[src/rtl/acc_b_flags_if.sv]
// acc_b_flags_if: bus, load-control and ALU-side signals of the A/B/flags register block.
// ACC_OVF_FLAG_EN adds alu_sub and ovf_flg.
interface acc_b_flags_if #(
    parameter int WIDTH     = 8,
    parameter int ERR_CNT_W = 4
);
    logic [WIDTH-1:0]     bus_in;
    logic [WIDTH-1:0]     bus_out;
    logic                 bus_oe;
    logic                 a_in;
    logic                 a_out;
    logic                 b_in;
    logic                 fl_in;
    logic                 alu_carry;
    logic                 alu_zero;
    logic [WIDTH-1:0]     a;
    logic [WIDTH-1:0]     b;
    logic                 carry_flg;
    logic                 zero_flg;
    logic                 ld_done;
    logic                 conflict;
    logic [ERR_CNT_W-1:0] conflict_cnt;
`ifdef ACC_OVF_FLAG_EN
    logic                 alu_sub;
    logic                 ovf_flg;
`endif

    modport master (
`ifdef ACC_OVF_FLAG_EN
        output alu_sub,
        input  ovf_flg,
`endif
        output bus_in, a_in, a_out, b_in, fl_in, alu_carry, alu_zero,
        input  bus_out, bus_oe, a, b, carry_flg, zero_flg, ld_done, conflict, conflict_cnt
    );

    modport slave (
`ifdef ACC_OVF_FLAG_EN
        input  alu_sub,
        output ovf_flg,
`endif
        input  bus_in, a_in, a_out, b_in, fl_in, alu_carry, alu_zero,
        output bus_out, bus_oe, a, b, carry_flg, zero_flg, ld_done, conflict, conflict_cnt
    );
endinterface

[src/rtl/acc_b_flags.sv]
// acc_b_flags: accumulator A, operand B and ALU flag register on the shared bus.
// Optional signed-overflow flag enabled by defining ACC_OVF_FLAG_EN.
module acc_b_flags #(
    parameter int WIDTH     = 8,
    parameter int ERR_CNT_W = 4
) (
    input logic           clk,
    input logic           clr_n,
    acc_b_flags_if.slave  bif
);
    logic [WIDTH-1:0]     r_a;
    logic [WIDTH-1:0]     r_b;
    logic                 r_carry;
    logic                 r_zero;
    logic                 r_ld_done;
    logic                 r_conflict;
    logic [ERR_CNT_W-1:0] r_conflict_cnt;
    logic                 w_conflict;
    logic                 w_cnt_sat;

    assign w_conflict = bif.a_in & bif.a_out;
    assign w_cnt_sat  = &r_conflict_cnt;

    always_ff @(posedge clk) begin
        if (!clr_n) begin
            r_a            <= '0;
            r_b            <= '0;
            r_carry        <= 1'b0;
            r_zero         <= 1'b0;
            r_ld_done      <= 1'b0;
            r_conflict     <= 1'b0;
            r_conflict_cnt <= '0;
        end else begin
            if (bif.a_in) r_a <= bif.bus_in;
            if (bif.b_in) r_b <= bif.bus_in;
            if (bif.fl_in) begin
                r_carry <= bif.alu_carry;
                r_zero  <= bif.alu_zero;
            end
            r_ld_done <= bif.a_in | bif.b_in;
            if (w_conflict) r_conflict <= 1'b1;
            if (w_conflict && !w_cnt_sat) r_conflict_cnt <= r_conflict_cnt + ERR_CNT_W'(1);
        end
    end

    // A load in the same cycle wins over driving A onto the bus
    always_comb begin
        bif.bus_oe  = bif.a_out & ~bif.a_in;
        bif.bus_out = bif.bus_oe ? r_a : '0;
    end

    assign bif.a            = r_a;
    assign bif.b            = r_b;
    assign bif.carry_flg    = r_carry;
    assign bif.zero_flg     = r_zero;
    assign bif.ld_done      = r_ld_done;
    assign bif.conflict     = r_conflict;
    assign bif.conflict_cnt = r_conflict_cnt;

`ifdef ACC_OVF_FLAG_EN
    logic             r_ovf;
    logic [WIDTH-1:0] w_res;
    logic             w_ovf;

    // Overflow is judged from the operands currently held, not from the bus
    always_comb begin
        w_res = bif.alu_sub ? r_a - r_b : r_a + r_b;
        w_ovf = bif.alu_sub ? (r_a[WIDTH-1] != r_b[WIDTH-1]) && (w_res[WIDTH-1] != r_a[WIDTH-1])
                            : (r_a[WIDTH-1] == r_b[WIDTH-1]) && (w_res[WIDTH-1] != r_a[WIDTH-1]);
    end

    always_ff @(posedge clk) begin
        if (!clr_n)         r_ovf <= 1'b0;
        else if (bif.fl_in) r_ovf <= w_ovf;
    end

    assign bif.ovf_flg = r_ovf;
`endif
endmodule

[src/flat_wrapper.sv]
// flat-port wrapper written by rule: the top's interface ports become plain ports
module acc_b_flags_flat 
#(
    parameter int WIDTH     = 8,
    parameter int ERR_CNT_W = 4
)
  (clk, clr_n, bif_bus_in, bif_a_in, bif_a_out, bif_b_in, bif_fl_in, bif_alu_carry, bif_alu_zero, bif_bus_out, bif_bus_oe, bif_a, bif_b, bif_carry_flg, bif_zero_flg, bif_ld_done, bif_conflict, bif_conflict_cnt);
  acc_b_flags_if #(.WIDTH(WIDTH), .ERR_CNT_W(ERR_CNT_W)) bif_i ();
  input logic clk;
  input logic clr_n;
  input wire logic [$bits(bif_i.bus_in)-1:0] bif_bus_in;
  input wire logic [$bits(bif_i.a_in)-1:0] bif_a_in;
  input wire logic [$bits(bif_i.a_out)-1:0] bif_a_out;
  input wire logic [$bits(bif_i.b_in)-1:0] bif_b_in;
  input wire logic [$bits(bif_i.fl_in)-1:0] bif_fl_in;
  input wire logic [$bits(bif_i.alu_carry)-1:0] bif_alu_carry;
  input wire logic [$bits(bif_i.alu_zero)-1:0] bif_alu_zero;
  output wire logic [$bits(bif_i.bus_out)-1:0] bif_bus_out;
  output wire logic [$bits(bif_i.bus_oe)-1:0] bif_bus_oe;
  output wire logic [$bits(bif_i.a)-1:0] bif_a;
  output wire logic [$bits(bif_i.b)-1:0] bif_b;
  output wire logic [$bits(bif_i.carry_flg)-1:0] bif_carry_flg;
  output wire logic [$bits(bif_i.zero_flg)-1:0] bif_zero_flg;
  output wire logic [$bits(bif_i.ld_done)-1:0] bif_ld_done;
  output wire logic [$bits(bif_i.conflict)-1:0] bif_conflict;
  output wire logic [$bits(bif_i.conflict_cnt)-1:0] bif_conflict_cnt;
  assign bif_i.bus_in = bif_bus_in;
  assign bif_i.a_in = bif_a_in;
  assign bif_i.a_out = bif_a_out;
  assign bif_i.b_in = bif_b_in;
  assign bif_i.fl_in = bif_fl_in;
  assign bif_i.alu_carry = bif_alu_carry;
  assign bif_i.alu_zero = bif_alu_zero;
  assign bif_bus_out = bif_i.bus_out;
  assign bif_bus_oe = bif_i.bus_oe;
  assign bif_a = bif_i.a;
  assign bif_b = bif_i.b;
  assign bif_carry_flg = bif_i.carry_flg;
  assign bif_zero_flg = bif_i.zero_flg;
  assign bif_ld_done = bif_i.ld_done;
  assign bif_conflict = bif_i.conflict;
  assign bif_conflict_cnt = bif_i.conflict_cnt;
  acc_b_flags #(.WIDTH(WIDTH), .ERR_CNT_W(ERR_CNT_W)) u_core (.clk(clk), .clr_n(clr_n), .bif(bif_i));
endmodule
[config.mk]
export PLATFORM = sky130hd
export DESIGN_NAME = acc_b_flags_flat
export DESIGN_NICKNAME = d
export VERILOG_FILES = /design/src/rtl/acc_b_flags_if.sv /design/src/rtl/acc_b_flags.sv /design/src/flat_wrapper.sv
export SDC_FILE = /design/constraint.sdc
export NUM_CORES = 1
export LEC_CHECK = 0
export ABC_AREA = 1
export BUFFER_PORTS_ARGS = -buffer_cell sky130_fd_sc_hd__buf_4
export CAP_MARGIN = 20
export CORE_MARGIN = 4
export CORE_UTILIZATION = 44
export CTS_CLUSTER_DIAMETER = 150
export DETAILED_ROUTE_END_ITERATION = 16
export PLACE_DENSITY = 0.78
export SYNTH_ARGS = -nofsm -noshare
export SYNTH_HDL_FRONTEND = slang
export SYNTH_SLANG_ARGS = --single-unit
[constraint.sdc]
create_clock -name clk -period 1.2 [get_ports clk]
set_clock_uncertainty 0.05 [all_clocks]
set_input_delay 0.06 -clock clk [delete_from_list [all_inputs] [get_ports clk]]
set_output_delay 0.06 -clock clk [all_outputs]
set_load 0.05 [all_outputs]
Word-level counts from Yosys, hierarchy flattened
Cells that the tools add are included.
W data, S select, Z words.
{ "op_classes": {"bitwise": 4, "reduce_logical": 3, "mux": 1, "addsub": 1} }
{ "ops": {"columns": ["op", "count"], "rows": [
  ["$mux W8", 1],
  ["$add A4 B1 Y4 const B", 1],
  ["$reduce_and A4 Y1", 1],
  ["$and A1 B1 Y1", 2],
  ["$logic_and A1 B1 Y1", 1],
  ["$logic_not A1 Y1", 1],
  ["$not A1 Y1", 1],
  ["$or A1 B1 Y1", 1]
]} }
{ "totals": {"elab_cells": 16, "inputBits": 16, "reg_bits": 24, "out_inout_bits": 33} }

Longest topological paths before layout
Gate-level depths: netlist of the first run.
{ "logic_depth": {"ltp_word": 3, "mapped_depth": 8, "depth_no_buf": 7} }

Least setup slack after synthesis of the first run
OpenSTA, ideal clock, no wires.
{ "synth_timing": {"kind": "reg2reg", "from": "reg u_core.r_conflict_cnt[0] (netlist: u_core.bif.conflict_cnt[0])", "to": "reg u_core.r_conflict_cnt[1] (netlist: u_core.bif.conflict_cnt[1])", "synth_period_minus_slack_ns": 1.515, "path_stages_with_launch": 7, "path_buffers": 0, "required_time_ns": 1.034, "setup_time_ns": 0.116, "arrival_ns": 1.349, "slack_ns": -0.315, "path_cell_list": "dfxtp_1 > ha_1 > nand3_4 > nand2_4 > inv_2 > nor2_1 > nor2_1"} }
{ "synth_via": {"elab_chain_cells": 3, "word_cells_on_any_way": 4, "classes_between": "add/sub: 1; reduce/logical: 3"} }
{ "synth_lines": {"columns": ["element", "line", "rtl"], "rows": [
  ["from (decl)", "acc_b_flags.sv:17", "logic [ERR_CNT_W-1:0] r_conflict_cnt;"],
  ["from (signal assigned)", "acc_b_flags.sv:42", "if (w_conflict && !w_cnt_sat) r_conflict_cnt <= r_conflict_cnt + ERR_CNT_W'(1);"],
  ["branches (longest 3 deep; another with $add A4 B1 Y4)", null, null]
]} }
Parallel ways; which one is timed is not known.
A chain may end at the register's enable or synchronous reset.

Final worst setup path of the first run
{ "layout_timing": {"from": "reg u_core.r_a[6] (netlist: u_core.bif.a[6])", "to": "out bif_bus_out[6]"} }
{ "layout_via": {"elab_chain_cells": 1} }
{ "layout_lines": {"columns": ["element", "line", "rtl"], "rows": [
  ["from (decl)", "acc_b_flags.sv:11", "logic [WIDTH-1:0] r_a;"],
  ["from (signal assigned)", "acc_b_flags.sv:34", "if (bif.a_in) r_a <= bif.bus_in;"],
  ["$mux W8", "acc_b_flags.sv:49", "bif.bus_out = bif.bus_oe ? r_a : '0;"],
  ["to (decl)", "flat_wrapper.sv:18", "output wire logic [$bits(bif_i.bus_out)-1:0] bif_bus_out;"]
]} }
No other way between the ends.

==> summary.md, run 1 <==
| Metric | Value |
|---|---|
| Final estimated routing congestion in global placement | `~0.78` |
| Routed vias | `~1100` |
| Cell Area, Synth | `between 900 and 1000 um^2` |
| Hold Startpoint | `bif_b_in` |
| Max_cap viols | `0` |
| Setup ws final | `0.0348 ns` |
| Vias per cell | `slightly below 5` |
| Crit path DAT | `roughly 1.1 ns` |
| Post-synthesis sequential area ratio | `approximately 49%` |
| DRT Pass-1 Iters | `4` |
| WL met2 | `approximately 1.5 mm` |
| Detailed-route DRC error count | `0` |
| Std cell rows | `16` |
| Total Power | `between 0.0015 and 0.002 W` |
| Grt ovf | `0` |
| TritonCTS Buffers | `3` |
| Reg2reg end | `u_core.bif.conflict_cnt[3]` |
| Worst Hold Endpoint | `u_core.bif.b[3]` |
| Switching pwr | `just over 0.0006 W` |
| Initial DRC count | `34` |
| Slew HR | `a little under three quarters` |
| Starting Density | `between 40% and 50%` |
| Crit. End Element | `output pin` |
| Count of different cell masters after synthesis | `18` |
| M1 WL | `roughly 1.0 mm` |
| Reg2Reg Depth | `6` |
| Cell-internal power | `around 0.0013 W` |
| Final WL | `~2.8 mm` |
| Fin nets | `216` |
| Root buf cell | `clkbuf_4` |
| Clk slew on worst S/H paths | `0.13 ns` |
| Max clock buf depth | `2` |
| Top post-synthesis cells by area | `dfxtp_1 (49%), nor2_1 (15%), nand2_1 (9.3%)` |
| Setup Crit Path Kind | `register to output pin` |
| Syn Nets | `150` |
| Largest net degree at the start of global routing | `16` |
| Startpoint types | `register` |
| Global-route wire length before repair | `about 4.5 mm` |
| Top-area cell type share of the netlist area | `between 40% and 50%` |
| Die Y | `55.0 um` |
| Final Instance Area | `1650 um^2` |
| Worst-Skew Late Latency | `0.31 ns` |
| Period utilization | `a little over nine tenths` |
| Setup-failing EPs final | `0` |
| Yosys warning count | `0` |
| Dpl cell area | `1440 um^2` |
| Cell area power density | `between 1000 and 1500 nW/um^2` |
| Peak supply drop | `roughly 870 uV` |
| Switch share | `between 30% and 40%` |
| Placed insts | `about 210` |
| Met3 WL post-DR | `around 230 um` |
| Ports | `slightly below 50` |
| Area grow syn2layout | `69.4%` |
| GRT Util Overall | `20.8%` |
| WL/cell | `approximately 13 um` |
| Worst R2R Start | `u_core.bif.conflict_cnt[0]` |
| Fillers | `130` |
| Max Fclk | `around 0.86 GHz` |
| Dpl ws | `0.0594 ns` |
| Final hold vios | `0` |
| Hold Path Stages | `3` |
| Combinational power share | `a little over a quarter` |
| Worst min path class | `input port to register` |
| Highest metal used | `met4` |
| Flop pwr share | `46.6%` |
| Status | `finished clean` |
| Port Buffer Count | `48` |
| Vias in the first global route | `1074` |
| Slew @ Worst Pin | `around 0.43 ns` |
| Share of layout cells above drive strength 1 | `a little over two fifths` |
| Post-layout min period | `1.17 ns` |
| Critical Path RT | `between 1 and 1.5 ns` |
| P_leak | `about 0.76 nW` |
| Setup TNS Final | `0 ns` |
| CTS tree | `yes` |
| H-tree levels | `1` |
| Die ar. | `just over 3000 um^2` |
| Antenna Nets Post-Route | `0` |
| Clock Sinks | `24` |
| Max Slew Vio Count | `0` |
| Die extent in x | `approximately 55 um` |
| Clock share of power | `about a quarter` |
| HPWL Detailed | `1.96 mm` |
| Syn Area/Cell | `~7.3 um^2` |
| Syn Inst Count | `around 130` |
| Initial antenna violation count | `0` |
| Total core area | `around 2000 um^2` |
| Non-filler instance count after layout | `225` |
| Antenna fix cells | `0` |
| Largest area contributor in the netlist | `dfxtp_1` |
| Reg2Reg Setup Slack | `~0.10 ns` |
| Synth Register Bits | `24` |
| Critical Path Fanout Max | `3` |
-- cell usage in the layout (no fill, tap or decap), types with 5 or more instances in the layout --
master         Yosys  layout
buf_6              1       5
inv_1             11      11
a21oi_1            9       9
dfxtp_1           24      14
o21ai_0           11      11
dlygate4sd3_1      0      12
nand2_1           24      24
buf_4              0      45
nor2_1            39      31
nor2_4             0       8
dfxtp_2            0       8
-- flip-flops by register name, summed over array words and instances (netlist names) --
name and flops:
u_core.bif.a 8, u_core.bif.b 8, u_core.bif.carry_flg 1, u_core.bif.conflict 1, u_core.bif.conflict_cnt 4, u_core.bif.ld_done 1
u_core.bif.zero_flg 1
-- critical path, cell delays in order (launching register included) --
cell	delay, ns
dfxtp_1	0.37
inv_1	0.08
nor2_4	0.09
buf_4	0.20
-- per-layer routing --
| metal | vias to the layer above | GRT usage, % |
|---|---|---|
| met2 | 48 | 38.0 |
| met3 | 9 | 4.83 |
| li1 | 540 | - |
| met5 | - | 0 |
| met1 | 485 | 21.4 |
| met4 | 0 | 11.7 |
-- worst max path at each step --
stage | from | to | slack [ns] | depth (start not counted)
after detailed placement | u_core.bif.conflict_cnt[0] | u_core.bif.conflict_cnt[1] | 0.06 | 5
after global placement | u_core.bif.conflict_cnt[0] | u_core.bif.conflict_cnt[1] | 0.11 | 5
final | u_core.bif.a[6] | bif_bus_out[6] | 0.03 | 3
after global routing | u_core.bif.a[2] | bif_bus_out[2] | -0.008 | 3
after floorplan | u_core.bif.a[0] | bif_bus_out[0] | 0.01 | 2
after CTS | u_core.bif.a[1] | bif_bus_out[1] | 0.005 | 3
-- area by class of cell --
| class | instances | area [um^2] | area share [%] |
|---|---|---|---|
| well taps | 27 | 33.8 | 2.05 |
| flip-flops and latches | 24 | 498 | 30.2 |
| multi-input cells | 91 | 475 | 28.9 |
| clock buffers | 4 | 47.5 | 2.89 |
| inverters | 16 | 62.6 | 3.80 |
| repair buffers | 63 | 529 | 32.1 |
-- through the flow --
step	hold WS, ns	utilization, %
2_1_floorplan	0.145	-
3_3_place_gp	0.235	71.0
3_5_place_dp	0.249	71.0
4_1_cts	0.0117	79.5
5_1_grt	0.0196	81.4
6_report	0.00866	81.4
-- cells in the mapped netlist --
library cell / instances
nor2_1: 39
dfxtp_1: 24
nand2_1: 24
inv_1: 11
o21ai_0: 11
a21oi_1: 9
inv_2: 3
nand2_4: 2
buf_2: 1
buf_6: 1
clkinv_1: 1
ha_1: 1
inv_4: 1
nand2_2: 1
nand3_1: 1
nand3_4: 1
nand4_1: 1
nor2_2: 1
-- power groups by stage --
stage	clock, W	sequential (W)	combinational [W]
5_1_grt	0.000529	0.000885	0.000545
6_report	0.000496	0.000876	0.000509
3_5_place_dp	0	0.000891	0.000469
3_3_place_gp	0	0.000889	0.000461
2_1_floorplan	0	0.00105	0.000144
4_1_cts	0.000497	0.000873	0.000501
-- cells by family after synthesis --
logic type / count (synthesis) / synth area share [%]
flip-flops: 24 / 49.4
adder cells (fa/ha/maj): 1 / 1.29
AO/OA/AOI/OAI: 20 / 10.3
buffers and inverters: 18 / 8.11
AND/OR/NAND/NOR: 70 / 30.9
-- what timing repair did --
action,in CTS,in global routing
resized for setup,1,13
hold buffers,12,0
setup buffers,0,1
setup endpoints to repair,1,10
pin swaps,0,0
hold endpoints to repair,21,0
No activity file was read; power rests on OpenSTA's default activity.
==> run 2: changes to the inputs <==
--- a/config.mk
+++ b/config.mk
@@ -9,10 +9,10 @@
 export BUFFER_PORTS_ARGS = -buffer_cell sky130_fd_sc_hd__buf_4
 export CAP_MARGIN = 20
 export CORE_MARGIN = 4
-export CORE_UTILIZATION = 44
+export CORE_UTILIZATION = 37
 export CTS_CLUSTER_DIAMETER = 150
 export DETAILED_ROUTE_END_ITERATION = 16
-export PLACE_DENSITY = 0.78
+export PLACE_DENSITY = 0.67
 export SYNTH_ARGS = -nofsm -noshare
 export SYNTH_HDL_FRONTEND = slang
 export SYNTH_SLANG_ARGS = --single-unit
==> summary.md, run 2 (synthesized netlist as in run 1, its figures left out) <==
| Metric | Value |
|---|---|
| Setup TNS Final | `0 ns (unchanged)` |
| Share of layout cells above drive strength 1 | `38.7% (-3.2 points)` |
| Combined area of the multi-input logic cells | `475 um^2 (unchanged)` |
| Slew @ Worst Pin | `0.417 ns (-0.0161 ns)` |
| Initial antenna violation count | `0 (unchanged)` |
| Postcts setup bufs | `0 (unchanged)` |
| Reg2Reg Depth | `6 (unchanged)` |
| TritonCTS Buffers | `3 (unchanged)` |
| Max Slew Vio Count | `0 (unchanged)` |
| GRT Util Overall | `16.2% (-4.5 points)` |
| Max_cap viols | `0 (unchanged)` |
| Placed insts | `210 (+0.96%)` |
| Die ar. | `3510 um^2 (+16%)` |
| Startpoint types | `register` |
| Critical Path RT | `1.09 ns (about the same)` |
| Flip-flop and latch area | `494 um^2 (-0.75%)` |
| Final estimated routing congestion in global placement | `0.675 (-13%)` |
| Die extent in x | `59.3 um (+7.7%)` |
| Hold Path Stages | `3 (unchanged)` |
| WL/cell | `11.5 um (-7.9%)` |
| Ports | `49 (unchanged)` |
| CTS tree | `yes` |
| HPWL Detailed | `1.85 mm (-5.5%)` |
| Fin nets | `217 (+0.46%)` |
| Crit. End Element | `output pin` |
| Area grow syn2layout | `68.0%` |
| Total core area | `2500 um^2 (+24%)` |
| Commonest non-fill, non-tap cell in the layout | `buf_4` |
| Vias per cell | `4.52 (-6.1%)` |
| P_leak | `0.745 nW (-1.5%)` |
| Status | `finished clean` |
| Total Power | `0.00173 W (-8.0%)` |
| CP max stage cell | `dfxtp_1` |
| Slew HR | `72.1% (+1.1 points)` |
| Critical Path Fanout Max | `3 (unchanged)` |
| Setup-failing EPs final | `0 (unchanged)` |
| Initial DRC count | `21 (-38%)` |
| Fillers | `216 (+66%)` |
| Peak supply drop | `697 uV (-20%)` |
| Worst-Skew Late Latency | `0.30 ns (about the same)` |
| Clock Sinks | `24 (unchanged)` |
| Commonest non-fill, non-tap cells in the layout | `buf_4 (44), nor2_1 (31), nand2_1 (24), dfxtp_1 (17), dlygate4sd3_1 (15)` |
| Non-filler instance count after layout | `229 (+1.8%)` |
| DRT Pass-1 Iters | `4 (unchanged)` |
| Antenna Nets Post-Route | `0 (unchanged)` |
| Std cell rows | `18 (+2)` |
| Max Fclk | `0.866 GHz (+0.93%)` |
| Detailed-route DRC error count | `0 (unchanged)` |
| Max clock buf depth | `2 (unchanged)` |
| Vias in the first global route | `993 (-7.5%)` |
| Worst min path class | `input port to register` |
| H-tree levels | `1 (unchanged)` |
| Final hold vios | `0 (unchanged)` |
| Period utilization | `96.2% (-0.89 points)` |
| Critical Path, Cell by Cell | `inv_1 > nor2_4 > buf_4` |
| Root buf cell | `clkbuf_4` |
| Grt ovf | `0 (unchanged)` |
| Die Y | `59.3 um (+7.7%)` |
| Final WL | `2.64 mm (-6.3%)` |
| Crit-path max cell delay | `0.37 ns (about the same)` |
| Crit path DAT | `1.04 ns (-0.02 ns)` |
| Starting Density | `38.9% (-9.2 points)` |
| Global-route wire length before repair | `4.45 mm (-0.78%)` |
| Port Buffer Count | `48 (unchanged)` |
| Cell area power density | `1060 nW/um^2 (-7.3%)` |
| Setup Crit Path Kind | `register to output pin` |
| Antenna fix cells | `0 (unchanged)` |
| Routed vias | `1034 (-4.4%)` |
| Finished Core Util | `65.3% (-16 points)` |
| Clk slew on worst S/H paths | `0.13 ns (about the same)` |
| Largest net degree at the start of global routing | `16 (unchanged)` |
| Post-layout min period | `1.15 ns (-0.0107 ns)` |
## run 2: report_power, final
group / internal (W) / switching, W
logic: 0.000178 / 0.000329
clock network: 0.000121 / 0.000228
registers: 0.000844 / 0.0000300
## run 2: final timing paths
path,from,end,slack (ns)
hold reg to reg,u_core.bif.a[6],u_core.bif.a[6],0.43
setup / recovery,u_core.bif.a[0],bif_bus_out[0],0.05
hold / removal,bif_a_in,u_core.bif.a[4],0.01
setup reg to reg,u_core.bif.conflict_cnt[0],u_core.bif.conflict_cnt[0],0.10
## run 2: stage by stage
step	hold WS, ns	setup WS [ns]	area (um^2)
2_1_floorplan	0.145	0.0109	1040
3_3_place_gp	0.234	0.108	1430
3_5_place_dp	0.243	0.0675	1430
4_1_cts	0.000794	0.00549	1610
5_1_grt	0.00923	-0.00913	1630
6_report	0.0127	0.0455	1630
## run 2: final cells by class
cell class / count / area share (%)
Inverter: 16 / 3.83
Clock buffer: 3 / 1.38
Multi-Input combinational cell: 91 / 29.1
Timing Repair Buffer: 64 / 32.9
Sequential cell: 24 / 30.3
Clock inverter: 1 / 0.230
Tap cell: 30 / 2.30
## run 2: timing repair
action	in CTS	in global routing
hold buffers	15	0
resized for setup	0	9
setup endpoints to repair	0	7
hold endpoints to repair	21	0
## run 2: per-layer routing
metal  wire [um]  vias to the layer above  global-route usage (%)
met5           0                        -                       0
met4          65                        0                    6.15
met3         156                        6                    3.49
met2        1320                       33                    27.6
met1        1090                      455                    19.8
li1            -                      540                       -
## run 2: critical path, delay by kind of cell, from the launching register on
family,cells,cell delay (ns)
flip-flops,1,0.37
buffers and inverters,2,0.28
AND/OR/NAND/NOR,1,0.09
==> run 3: changes to the inputs <==
--- a/config.mk
+++ b/config.mk
@@ -5,14 +5,14 @@
 export SDC_FILE = /design/constraint.sdc
 export NUM_CORES = 1
 export LEC_CHECK = 0
-export ABC_AREA = 1
 export BUFFER_PORTS_ARGS = -buffer_cell sky130_fd_sc_hd__buf_4
 export CAP_MARGIN = 20
 export CORE_MARGIN = 4
-export CORE_UTILIZATION = 37
+export CORE_UTILIZATION = 40
 export CTS_CLUSTER_DIAMETER = 150
 export DETAILED_ROUTE_END_ITERATION = 16
-export PLACE_DENSITY = 0.67
+export PLACE_DENSITY = 0.7
+export SKIP_CTS_REPAIR_TIMING = 1
 export SYNTH_ARGS = -nofsm -noshare
 export SYNTH_HDL_FRONTEND = slang
 export SYNTH_SLANG_ARGS = --single-unit
==> summary.md, run 3 <==
| Metric | Value |
|---|---|
| Port Buffer Count | `48 (unchanged)` |
| Antenna Nets Post-Route | `0 (unchanged)` |
| Setup Crit Path Kind | `register to register` |
| Die ar. | `3470 um^2 (-1.2%)` |
| Initial antenna violation count | `0 (unchanged)` |
| Clock share of power | `21.0% (+0.8 points)` |
| Switch share | `31.9% (-2.0 points)` |
| Cell-internal power | `0.00116 W (+1.5%)` |
| Critical Path Fanout Max | `5 (+2)` |
| Starting Density | `41.8% (+2.9 points)` |
| Post-synthesis sequential area ratio | `46.4% (-3.0 points)` |
| Antenna fix cells | `0 (unchanged)` |
| Max Slew Vio Count | `0 (unchanged)` |
| Clock Sinks | `24 (unchanged)` |
| P_leak | `0.755 nW (+1.3%)` |
| Setup ws final | `0.0465 ns (+0.000942 ns)` |
| Crit. End Element | `register` |
| Period utilization | `96.1% (about the same)` |
| Fillers | `222 (+2.8%)` |
| Syn Area/Cell | `10.9 um^2 (+49%)` |
| Die Y | `58.9 um (-0.62%)` |
| Critical Path RT | `1.36 ns (+0.27 ns)` |
| Max_cap viols | `0 (unchanged)` |
| Startpoint types | `register` |
| Largest net degree at the start of global routing | `27 (+11)` |
| Ports | `49 (unchanged)` |
| Cell area power density | `1080 nW/um^2 (+1.7%)` |
| Root buf cell | `clkbuf_4` |
| Synth Area in Compound Gates | `5.80% (-4.5 points)` |
| Largest family of logic cells by synthesized area | `simple AND/OR/NAND/NOR gates` |
| H-tree levels | `1 (unchanged)` |
| Crit path DAT | `1.32 ns (+0.28 ns)` |
| Hold_ws | `0.0424 ns (+0.0297 ns)` |
| Synth cell count leaders | `dfxtp_1 (24), mux2i_1 (20), nor2b_1 (19)` |
| XOR/XNOR Fraction of Synth Area | `0% (unchanged)` |
| Routed vias | `856 (-17%)` |
| Dpl ws | `0.0599 ns (-0.00754 ns)` |
| Cell Area, Synth | `1040 um^2 (+6.6%)` |
| Most numerous cell in the Yosys netlist | `dfxtp_1` |
| Unrepaired setup endpoints after global routing | `no` |
| Top-area cell type share of the netlist area | `46.4% (-3.0 points)` |
| Vias in the first global route | `819 (-18%)` |
| Vias per cell | `4.70 (+4.2%)` |
| Hold Path Stages | `2 (-1)` |
| TritonCTS Buffers | `3 (unchanged)` |
| Number of enable flip-flop cells after synthesis | `0 (unchanged)` |
| Initial DRC count | `27 (+29%)` |
| Detailed-route DRC error count | `0 (unchanged)` |
| Yosys warning count | `0 (unchanged)` |
| DRT Pass-1 Iters | `4 (unchanged)` |
| Syn Inst Count | `95 (-29%)` |
| Clk slew on worst S/H paths | `0.12 ns (about the same)` |
| Worst-Skew Late Latency | `0.31 ns (about the same)` |
| Syn Nets | `112 (-25%)` |
| Multiplexer area fraction after synthesis | `19.3% (+19 points)` |
| Fin nets | `170 (-22%)` |
| Simple-Gate Fraction of Synth Area | `23.9% (-7.0 points)` |
| Count of different cell masters after synthesis | `20 (+2)` |
| WL/cell | `13.5 um (+18%)` |
| Slew HR | `83.7% (+12 points)` |
| HPWL Detailed | `1.72 mm (-7.1%)` |
| Total core area | `2480 um^2 (-0.90%)` |
| Final WL | `2.47 mm (-6.6%)` |
| Global-route wire length before repair | `3.65 mm (-18%)` |
| Synth Register Bits | `24 (unchanged)` |
| Commonest non-fill, non-tap cells in the layout | `buf_4 (43), mux2i_1 (20), nor2b_1 (19), dfxtp_1 (13), dlygate4sd3_1 (11)` |
| Top post-synthesis cells by area | `dfxtp_1 (46%), mux2i_1 (19%), nor2b_1 (11%)` |
| Slew @ Worst Pin | `0.244 ns (-0.173 ns)` |
| Commonest non-fill, non-tap cell in the layout | `buf_4` |
| Share of layout cells above drive strength 1 | `48.7% (+10 points)` |
| CTS tree | `yes` |
| Max clock buf depth | `2 (unchanged)` |
| Grt ovf | `0 (unchanged)` |
| Reg2Reg Depth | `3 (-3)` |
| Synth Flop Type | `dfxtp_1` |
| Max Fclk | `0.867 GHz (about the same)` |
| Setup-failing EPs final | `0 (unchanged)` |
| Largest area contributor in the netlist | `dfxtp_1` |
| Final estimated routing congestion in global placement | `0.643 (-4.7%)` |
| Combinational power share | `27.8% (-1.5 points)` |
| Die extent in x | `58.9 um (-0.62%)` |
| Peak supply drop | `892 uV (+28%)` |
| Ys async rst share | `0% (unchanged)` |
| Status | `finished clean` |
| Flop pwr share | `51.1% (+0.6 points)` |
| Final hold vios | `0 (unchanged)` |
| Worst min path class | `input port to register` |
| Switching pwr | `0.000544 W (-7.2%)` |
| Area grow syn2layout | `52.8%` |
| Post-layout min period | `1.15 ns (-0.000942 ns)` |
| Std cell rows | `18 (unchanged)` |
| Synth Area in Adders | `1.21% (-0.079 points)` |
| GRT Util Overall | `14.0% (-2.2 points)` |
## run 3: changes by cell type after synthesis, sizes merged, moves of 3 or more
cell | before | now
a21oi | 9 | 1
and3b | 0 | 8
buf | 2 | 5
inv | 15 | 0
mux2i | 0 | 20
nand2 | 27 | 5
nor2 | 40 | 2
nor2b | 0 | 19
o21ai | 11 | 0
## run 3: worst paths after layout
kind	to	slack [ns]	startpoint
worst min-delay path	u_core.bif.ld_done	0.04	bif_b_in
worst max-delay path	u_core.bif.conflict_cnt[3]	0.05	u_core.bif.conflict_cnt[0]
worst max register to register	u_core.bif.conflict_cnt[3]	0.05	u_core.bif.conflict_cnt[0]
worst min register to register	u_core.bif.conflict_cnt[1]	0.44	u_core.bif.conflict_cnt[1]
## run 3: per-layer routing
metal  track usage, %  share of wire, %  wire (um)
met5                0                 0          0
met4             3.88              0.69         17
met3             6.14               9.7        240
met2             23.2                47       1170
met1             16.4                42       1040
## run 3: power by group through the flow
stage	clock, W	sequential, W	combinational [W]
after global routing	0.000416	0.000880	0.000503
after floorplan	0	0.00104	0.000149
after CTS	0.000372	0.000870	0.000446
after detailed placement	0	0.000887	0.000446
final	0.000358	0.000872	0.000475
after global placement	0	0.000885	0.000440
## run 3: logic make-up (layout without fill, tap and decap cells)
kind of cell	count (synthesis)	after routing
AOI/OAI and AO/OA	6	6
adders and majority gates	1	1
buffers and inverters	6	63
DFF	24	24
muxes	20	20
and+or+nand+nor	38	38
## run 3: area by class of cell
cell class / instances / area, um^2 / share of cell area, %
clock buffer: 4 / 26.3 / 1.66
tap: 30 / 37.5 / 2.37
timing repair buffer: 59 / 489 / 30.9
sequential: 24 / 497 / 31.4
multi-input combinational: 65 / 533 / 33.7
## run 3: per-stage QoR
stage	cells	utilization (%)	area [um^2]	TNS [ns]	total power [W]
4_1_cts	171	58.3	1450	-0.00338	0.00169
3_3_place_gp	167	57.3	1420	0	0.00132
6_report	182	63.9	1580	0	0.00170
5_1_grt	182	63.9	1580	0	0.00180
2_1_floorplan	95	-	1060	-0.0417	0.00119
3_5_place_dp	167	57.3	1420	0	0.00133
## run 3: critical path: stages, from the launching register on
cell and delay (ns):
dfxtp_4 0.38, ha_2 0.22, nand3b_1 0.17, o221a_2 0.24
